**src/rtl/ecp5_io_pkg.sv**
```systemverilog
// Shared constants and elaboration helpers for the ECP5 DDR input capture blocks.
package ecp5_io_pkg;

  localparam int BEATS_PER_CLK = 2;

  // Bits needed to hold 0..n-1. The result is at least 1, so a single-state counter still has a legal width.
  function automatic int clog2_min1(input int n);
    int r;
    r = 1;
    for (int i = 1; i < 31; i++) begin
      if ((1 << i) < n) r = i + 1;
    end
    return r;
  endfunction

  function automatic bit params_ok(input int width, input int beats, input int prim_lat);
    return (width >= 1) && (width <= 32) &&
           (beats >= BEATS_PER_CLK) && ((beats % BEATS_PER_CLK) == 0) &&
           (prim_lat >= 1);
  endfunction

endpackage

```
**src/rtl/ecp5_iddr_lane.sv**
```systemverilog
// One DDR input lane with IDDRX1F timing: rise and fall beats of a pair
// appear together on q0/q1 PRIM_LAT rising edges after the rise beat was sampled.
module ecp5_iddr_lane #(
  parameter int PRIM_LAT = 1
) (
  input  logic clk,
  input  logic rst,
  input  logic d,
  output logic q0,
  output logic q1
);

  logic                rise_cap;
  logic                fall_cap;
  logic [PRIM_LAT-1:0] q0_pipe;
  logic [PRIM_LAT-1:0] q1_pipe;

  always_ff @(posedge clk or posedge rst) begin
    if (rst) rise_cap <= 1'b0;
    else     rise_cap <= d;
  end

  always_ff @(negedge clk or posedge rst) begin
    if (rst) fall_cap <= 1'b0;
    else     fall_cap <= d;
  end

  // Bit 0 is the newest pair; the top bit is the one presented on q0/q1.
  always_ff @(posedge clk or posedge rst) begin
    if (rst) begin
      q0_pipe <= '0;
      q1_pipe <= '0;
    end else begin
      q0_pipe <= PRIM_LAT'({q0_pipe, rise_cap});
      q1_pipe <= PRIM_LAT'({q1_pipe, fall_cap});
    end
  end

  assign q0 = q0_pipe[PRIM_LAT-1];
  assign q1 = q1_pipe[PRIM_LAT-1];

endmodule

```
**src/rtl/ecp5_iddr_deser.sv**
```systemverilog
// WIDTH-lane DDR capture and deserialiser: orders rise/fall beats by the alignment
// select and packs accepted pairs into BEATS-beat words with a one-cycle valid strobe.
module ecp5_iddr_deser
  import ecp5_io_pkg::*;
#(
  parameter int WIDTH    = 8,
  parameter int BEATS    = 4,
  parameter int PRIM_LAT = 1
) (
  input  logic                   clk,
  input  logic                   rst_n,
  input  logic [WIDTH-1:0]       din,
  input  logic                   en,
  input  logic                   align_fall,
  output logic [WIDTH*BEATS-1:0] dout,
  output logic                   dout_valid,
  output logic                   err_partial,
  output logic                   busy
);

  localparam int PAIRS  = BEATS / BEATS_PER_CLK;
  localparam int CW     = clog2_min1(PAIRS);
  localparam int PAIR_W = BEATS_PER_CLK * WIDTH;
  localparam int EN_W   = PRIM_LAT + 1;
  localparam logic [CW-1:0] LAST = CW'(PAIRS - 1);

  if (!params_ok(WIDTH, BEATS, PRIM_LAT)) begin : g_bad_params
    $error("ecp5_iddr_deser: unsupported WIDTH/BEATS/PRIM_LAT combination");
  end

  logic                   iddr_rst;
  logic [WIDTH-1:0]       q_rise;
  logic [WIDTH-1:0]       q_fall;
  logic [WIDTH-1:0]       held_f;
  logic [EN_W-1:0]        en_pipe;
  logic                   en_d;
  logic                   en_dd;
  logic [CW-1:0]          cnt;
  logic                   align_q;
  logic                   align_sel;
  logic                   take;
  logic [WIDTH-1:0]       beat_lo;
  logic [WIDTH-1:0]       beat_hi;
  logic [WIDTH*BEATS-1:0] pack;
  logic [WIDTH*BEATS-1:0] next_pack;

  assign iddr_rst = ~rst_n;

  for (genvar i = 0; i < WIDTH; i++) begin : g_lane
    ecp5_iddr_lane #(.PRIM_LAT(PRIM_LAT)) u_lane (
      .clk (clk),
      .rst (iddr_rst),
      .d   (din[i]),
      .q0  (q_rise[i]),
      .q1  (q_fall[i])
    );
  end

  // Stage 0 holds en from the rise edge of a pair; the top stage lines up with that pair on q_rise/q_fall.
  assign en_d = en_pipe[PRIM_LAT];

  // Alignment is taken from the pin at the first pair of a word and frozen until the word ends.
  assign align_sel = (cnt == '0) ? align_fall : align_q;
  assign take      = align_sel ? en_dd : en_d;
  assign beat_lo   = align_sel ? held_f : q_rise;
  assign beat_hi   = align_sel ? q_rise : q_fall;
  assign busy      = (cnt != '0);

  always_comb begin
    next_pack = pack;
    next_pack[int'(cnt)*PAIR_W +: PAIR_W] = {beat_hi, beat_lo};
  end

  always_ff @(posedge clk or negedge rst_n) begin
    if (!rst_n) begin
      en_pipe     <= '0;
      en_dd       <= 1'b0;
      held_f      <= '0;
      cnt         <= '0;
      align_q     <= 1'b0;
      pack        <= '0;
      dout        <= '0;
      dout_valid  <= 1'b0;
      err_partial <= 1'b0;
    end else begin
      en_pipe     <= EN_W'({en_pipe, en});
      en_dd       <= en_d;
      held_f      <= q_fall;
      dout_valid  <= 1'b0;
      err_partial <= 1'b0;
      if (take) begin
        pack <= next_pack;
        if (cnt == '0) align_q <= align_fall;
        if (cnt == LAST) begin
          cnt        <= '0;
          dout       <= next_pack;
          dout_valid <= 1'b1;
        end else begin
          cnt <= cnt + CW'(1);
        end
      end else if (cnt != '0) begin
        cnt         <= '0;
        err_partial <= 1'b1;
      end
    end
  end

endmodule

```
**config.mk**
```make
export PLATFORM = sky130hd
export DESIGN_NAME = ecp5_iddr_deser
export DESIGN_NICKNAME = d
export VERILOG_FILES = /design/src/rtl/ecp5_io_pkg.sv /design/src/rtl/ecp5_iddr_lane.sv /design/src/rtl/ecp5_iddr_deser.sv
export SDC_FILE = /design/constraint.sdc
export NUM_CORES = 1
export LEC_CHECK = 0
export CAP_MARGIN = 20
export CELL_PAD_IN_SITES_DETAIL_PLACEMENT = 0
export CELL_PAD_IN_SITES_GLOBAL_PLACEMENT = 2
export CORE_UTILIZATION = 41
export CTS_BUF_LIST = sky130_fd_sc_hd__clkbuf_4
export DETAILED_ROUTE_END_ITERATION = 8
export GPL_TIMING_DRIVEN = 0
export PLACE_DENSITY_LB_ADDON = 0.12
export SLEW_MARGIN = 20
export SYNTH_ARGS = -nofsm -noshare
export SYNTH_HDL_FRONTEND = slang
export SYNTH_SLANG_ARGS = --single-unit
```
**constraint.sdc**
```tcl
create_clock -name clk -period 1.9 [get_ports clk]
set_input_delay 0.38 -clock clk [delete_from_list [all_inputs] [get_ports clk]]
set_output_delay 0.38 -clock clk [all_outputs]
set_load 0.005 [all_outputs]
```
Word-level counts from Yosys, hierarchy flattened
Cells that the tools add are included.
- add/subtract/negate cells: 2
- shift operators: 2
- mux-type cells: 10
- reductions and logical operators: 1
- operators by type and width (cell ; number):
    $neg 5->33 ; 1
    $shift 16x33->32 const A ; 1
    $shiftx 16x33->32 ; 1
    $bwmux 32 ; 1
    $mux 8 ; 2
    $mux 1 ; 7
    $reduce_and 2->1 ; 1
    $add 1x1->1 const B ; 1
- bits in registers: 111
- output and inout port bits: 35
- word-level logic and storage cells: 56

Longest topological paths before layout
Gate-level depths: netlist of the first run.
- depth in word-level cells: 4
- mapped depth: 7

Modules after synthesis
Synthesis of the first run repeated with hierarchy kept, for this count alone.
- cell total of the unflattened synthesis: 224
- area total of the unflattened synthesis: 3538.4 sq um
- by module, submodules not included (module ; instances ; cells each ; area each (sq um)):
    ecp5_iddr_deser ; 1 ; 184 ; 2707.6
    ecp5_iddr_lane ; 8 ; 5 ; 103.8

==> impl_metrics.json, run 1 <==
{
  "worst_slew_pin_slew_ns": 0.659,
  "ant_nets": 0,
  "path_clk_slew_ns": 0.14,
  "post_drt_wl_per_cell_um": 16.2,
  "setup_ws_ns": 0.132,
  "cp_max_fo": 10,
  "dp_cells": 366,
  "leakagePower_uw": 0.00184,
  "layout_common_cells": "87 x dfrtp_1, 44 x clkdlybuf4s50_1, 32 x mux2_2",
  "routed-via-count": 1831,
  "critPathKind": "flop to flop",
  "cp.arrival_ns": 2.08,
  "post_synth_num_cell_types": 17,
  "grt_use_total": 0.153,
  "worstPathRequired_ns": 2.21,
  "ys_ff_latch": 95,
  "rsz0062_at_grt": "false",
  "cts_setup_buffers": 0,
  "max_cap_viol_count": 0,
  "gp_routability_congestion": 0.714,
  "antenna_found_initial": 0,
  "critical_path.startpoint": "align_q$_DFFE_PN0P_",
  "diodes": 0,
  "clk_latency_ns": 0.42,
  "cts_tree": "built",
  "status": "completed",
  "seq_area_frac_synth": 0.678,
  "reg2reg_slack_ns": 0.13,
  "first_iter_violations": 70,
  "report.final.slew_viol_count": 0,
  "layout.cells.non_filler": 384,
  "slew-limit-headroom": 0.561,
  "via_per_inst": 4.77,
  "cts_num_sinks": 95,
  "period_needed_ns": 1.77,
  "fin_crit_sh": 0.930,
  "ir_drop_mv": 0.461,
  "grt_pass1_wl_mm": 9.74,
  "core-area_um2": 8260,
  "final_common_cell": "dfrtp_1",
  "layout-drive-gt1-share": 0.280,
  "yosysWarnings": 0,
  "p_per_area_nw_per_um2": 1180,
  "clock-skew-final_ns": 0.0413,
  "r2r_start": "align_q$_DFFE_PN0P_",
  "hold_violations": 0,
  "synth_area_um2": 3500,
  "min-delay-path-class": "input port to async pin",
  "dieArea_um2": 8920,
  "fmax_ghz": 0.566,
  "syn_to_final_growth_pct": 22.6,
  "reg2reg_depth": 6,
  "syn_inst": 215,
  "die_y_um": 94.5,
  "row_count": 33,
  "io_pins": 47,
  "r2r-end": "dout[11]$_DFFE_PN0P_",
  "dp_worst_setup_slack_ns": -0.0378,
  "synth_fp_nets": 227,
  "cts_max_level": 3,
  "avgSynthCellArea_um2": 16.3,
  "cts_buffer_depth": 2,
  "cts_made_buffers": 9,
  "grt_max_degree": 75,
  "grt_pass1_vias": 1816,
  "hpwl_mm": 4.06,
  "die_x_um": 94.5,
  "setup_viol": 0,
  "start_util": 0.424,
  "endpoint": "dout[11]$_DFFE_PN0P_",
  "dr.pass1.iters": 4,
  "io_buffers": 45,
  "overflow": 0,
  "wirelength_mm": 6.21,
  "drc": 0,
  "crit_path_end_kind": "flop",
  "start_kind": "flop",
  "fin_nets": 286,
  "cts_root_buf": "clkbuf_4"
}
-- how the worst min path moves through the flow --
stage	to	slack [ns]
after global routing	dout[4]$_DFFE_PN0P_	0.36
after CTS	dout[4]$_DFFE_PN0P_	0.32
after floorplan	align_q$_DFFE_PN0P_	0.08
after detailed placement	dout[4]$_DFFE_PN0P_	0.25
final	dout[4]$_DFFE_PN0P_	0.36
after global placement	g_lane[6].u_lane.q0$_DFF_PN0_	0.33
-- metrics by stage --
stage	utilization	setup TNS [ns]	power, µW	area [µm²]	hold WS (ns)
6_report	0.520	0	5050	4300	0.356
5_1_grt	0.520	0	5350	4300	0.365
4_1_cts	0.517	0	5140	4270	0.315
3_5_place_dp	0.498	-0.430	4060	4120	0.246
3_3_place_gp	0.495	-288.92	4020	4090	0.335
2_1_floorplan	-	0	3290	3500	0.0844
-- report_power, final --
| part | switching [µW] | internal, µW |
|---|---|---|
| Clock | 647 | 403 |
| Combinational | 408 | 943 |
| Sequential | 229 | 2420 |
-- area by class of cell --
cell class	count	area (µm²)
Fill cell	725	3960
Sequential cell	95	2380
Multi-Input combinational cell	105	1030
Timing Repair Buffer	48	514
Tap cell	105	131
Buffer	14	101
Clock inverter	7	71.3
Clock buffer	9	67.6
Inverter	1	3.75
-- kinds of logic after synthesis --
logic type | share of synthesized area
AOI/OAI and AO/OA | 0.0371
buffers and inverters | 0.0293
DFF | 0.678
muxes | 0.224
and+or+nand+nor | 0.0311
-- critical path, stage by stage (launching register included) --
cell and delay, ns:
dfrtp_1 0.40, buf_6 0.16, mux2_4 0.36, and2_4 0.18, buf_6 0.11, buf_6 0.15, mux2_4 0.30
-- Yosys cell counts --
cell / n / share of area
a21oi_1: 2 / 0.0029
and2_4: 1 / 0.0025
buf_2: 4 / 0.0057
buf_4: 1 / 0.0021
buf_6: 5 / 0.016
clkbuf_1: 4 / 0.0043
dfrtn_1: 8 / 0.057
dfrtp_1: 87 / 0.62
inv_1: 1 / 0.0011
mux2_2: 32 / 0.10
mux2_4: 17 / 0.073
mux2i_1: 17 / 0.049
nand2b_1: 1 / 0.0018
nand3_1: 16 / 0.023
nor2_1: 2 / 0.0021
nor2_2: 1 / 0.0018
o21a_1: 16 / 0.034
-- state kept, by name, summed over array words and instances (netlist names), 2 cells and up --
name,flops
g_lane.u_lane.q0,8
en_pipe,2
g_lane.u_lane.fall_cap,8
pack,16
dout,32
g_lane.u_lane.q1,8
g_lane.u_lane.rise_cap,8
held_f,8
-- repair_timing --
item | CTS | global route
resized for setup | 1 | 1
endpoints found under the hold margin | 21 | 0
hold buffers | 1 | 0
cloned | 0 | 1
endpoints found under the setup margin | 9 | 13
-- routing by layer --
| metal | routed length (µm) | track usage | up-vias |
|---|---|---|---|
| met5 | 0 | 0 | - |
| met4 | 108 | 0.0720 | 0 |
| met3 | 217 | 0.0314 | 9 |
| met2 | 2750 | 0.221 | 40 |
| met1 | 3130 | 0.220 | 910 |
| li1 | - | - | 872 |
Note: power is estimated with default switching activity, not from simulation.
==> run 2, diff against run 1 <==
Settings changed: CAP_MARGIN 20 to default.
==> results of run 2 <==
The final DEF is identical to that of run 1; final timing and power are the same.
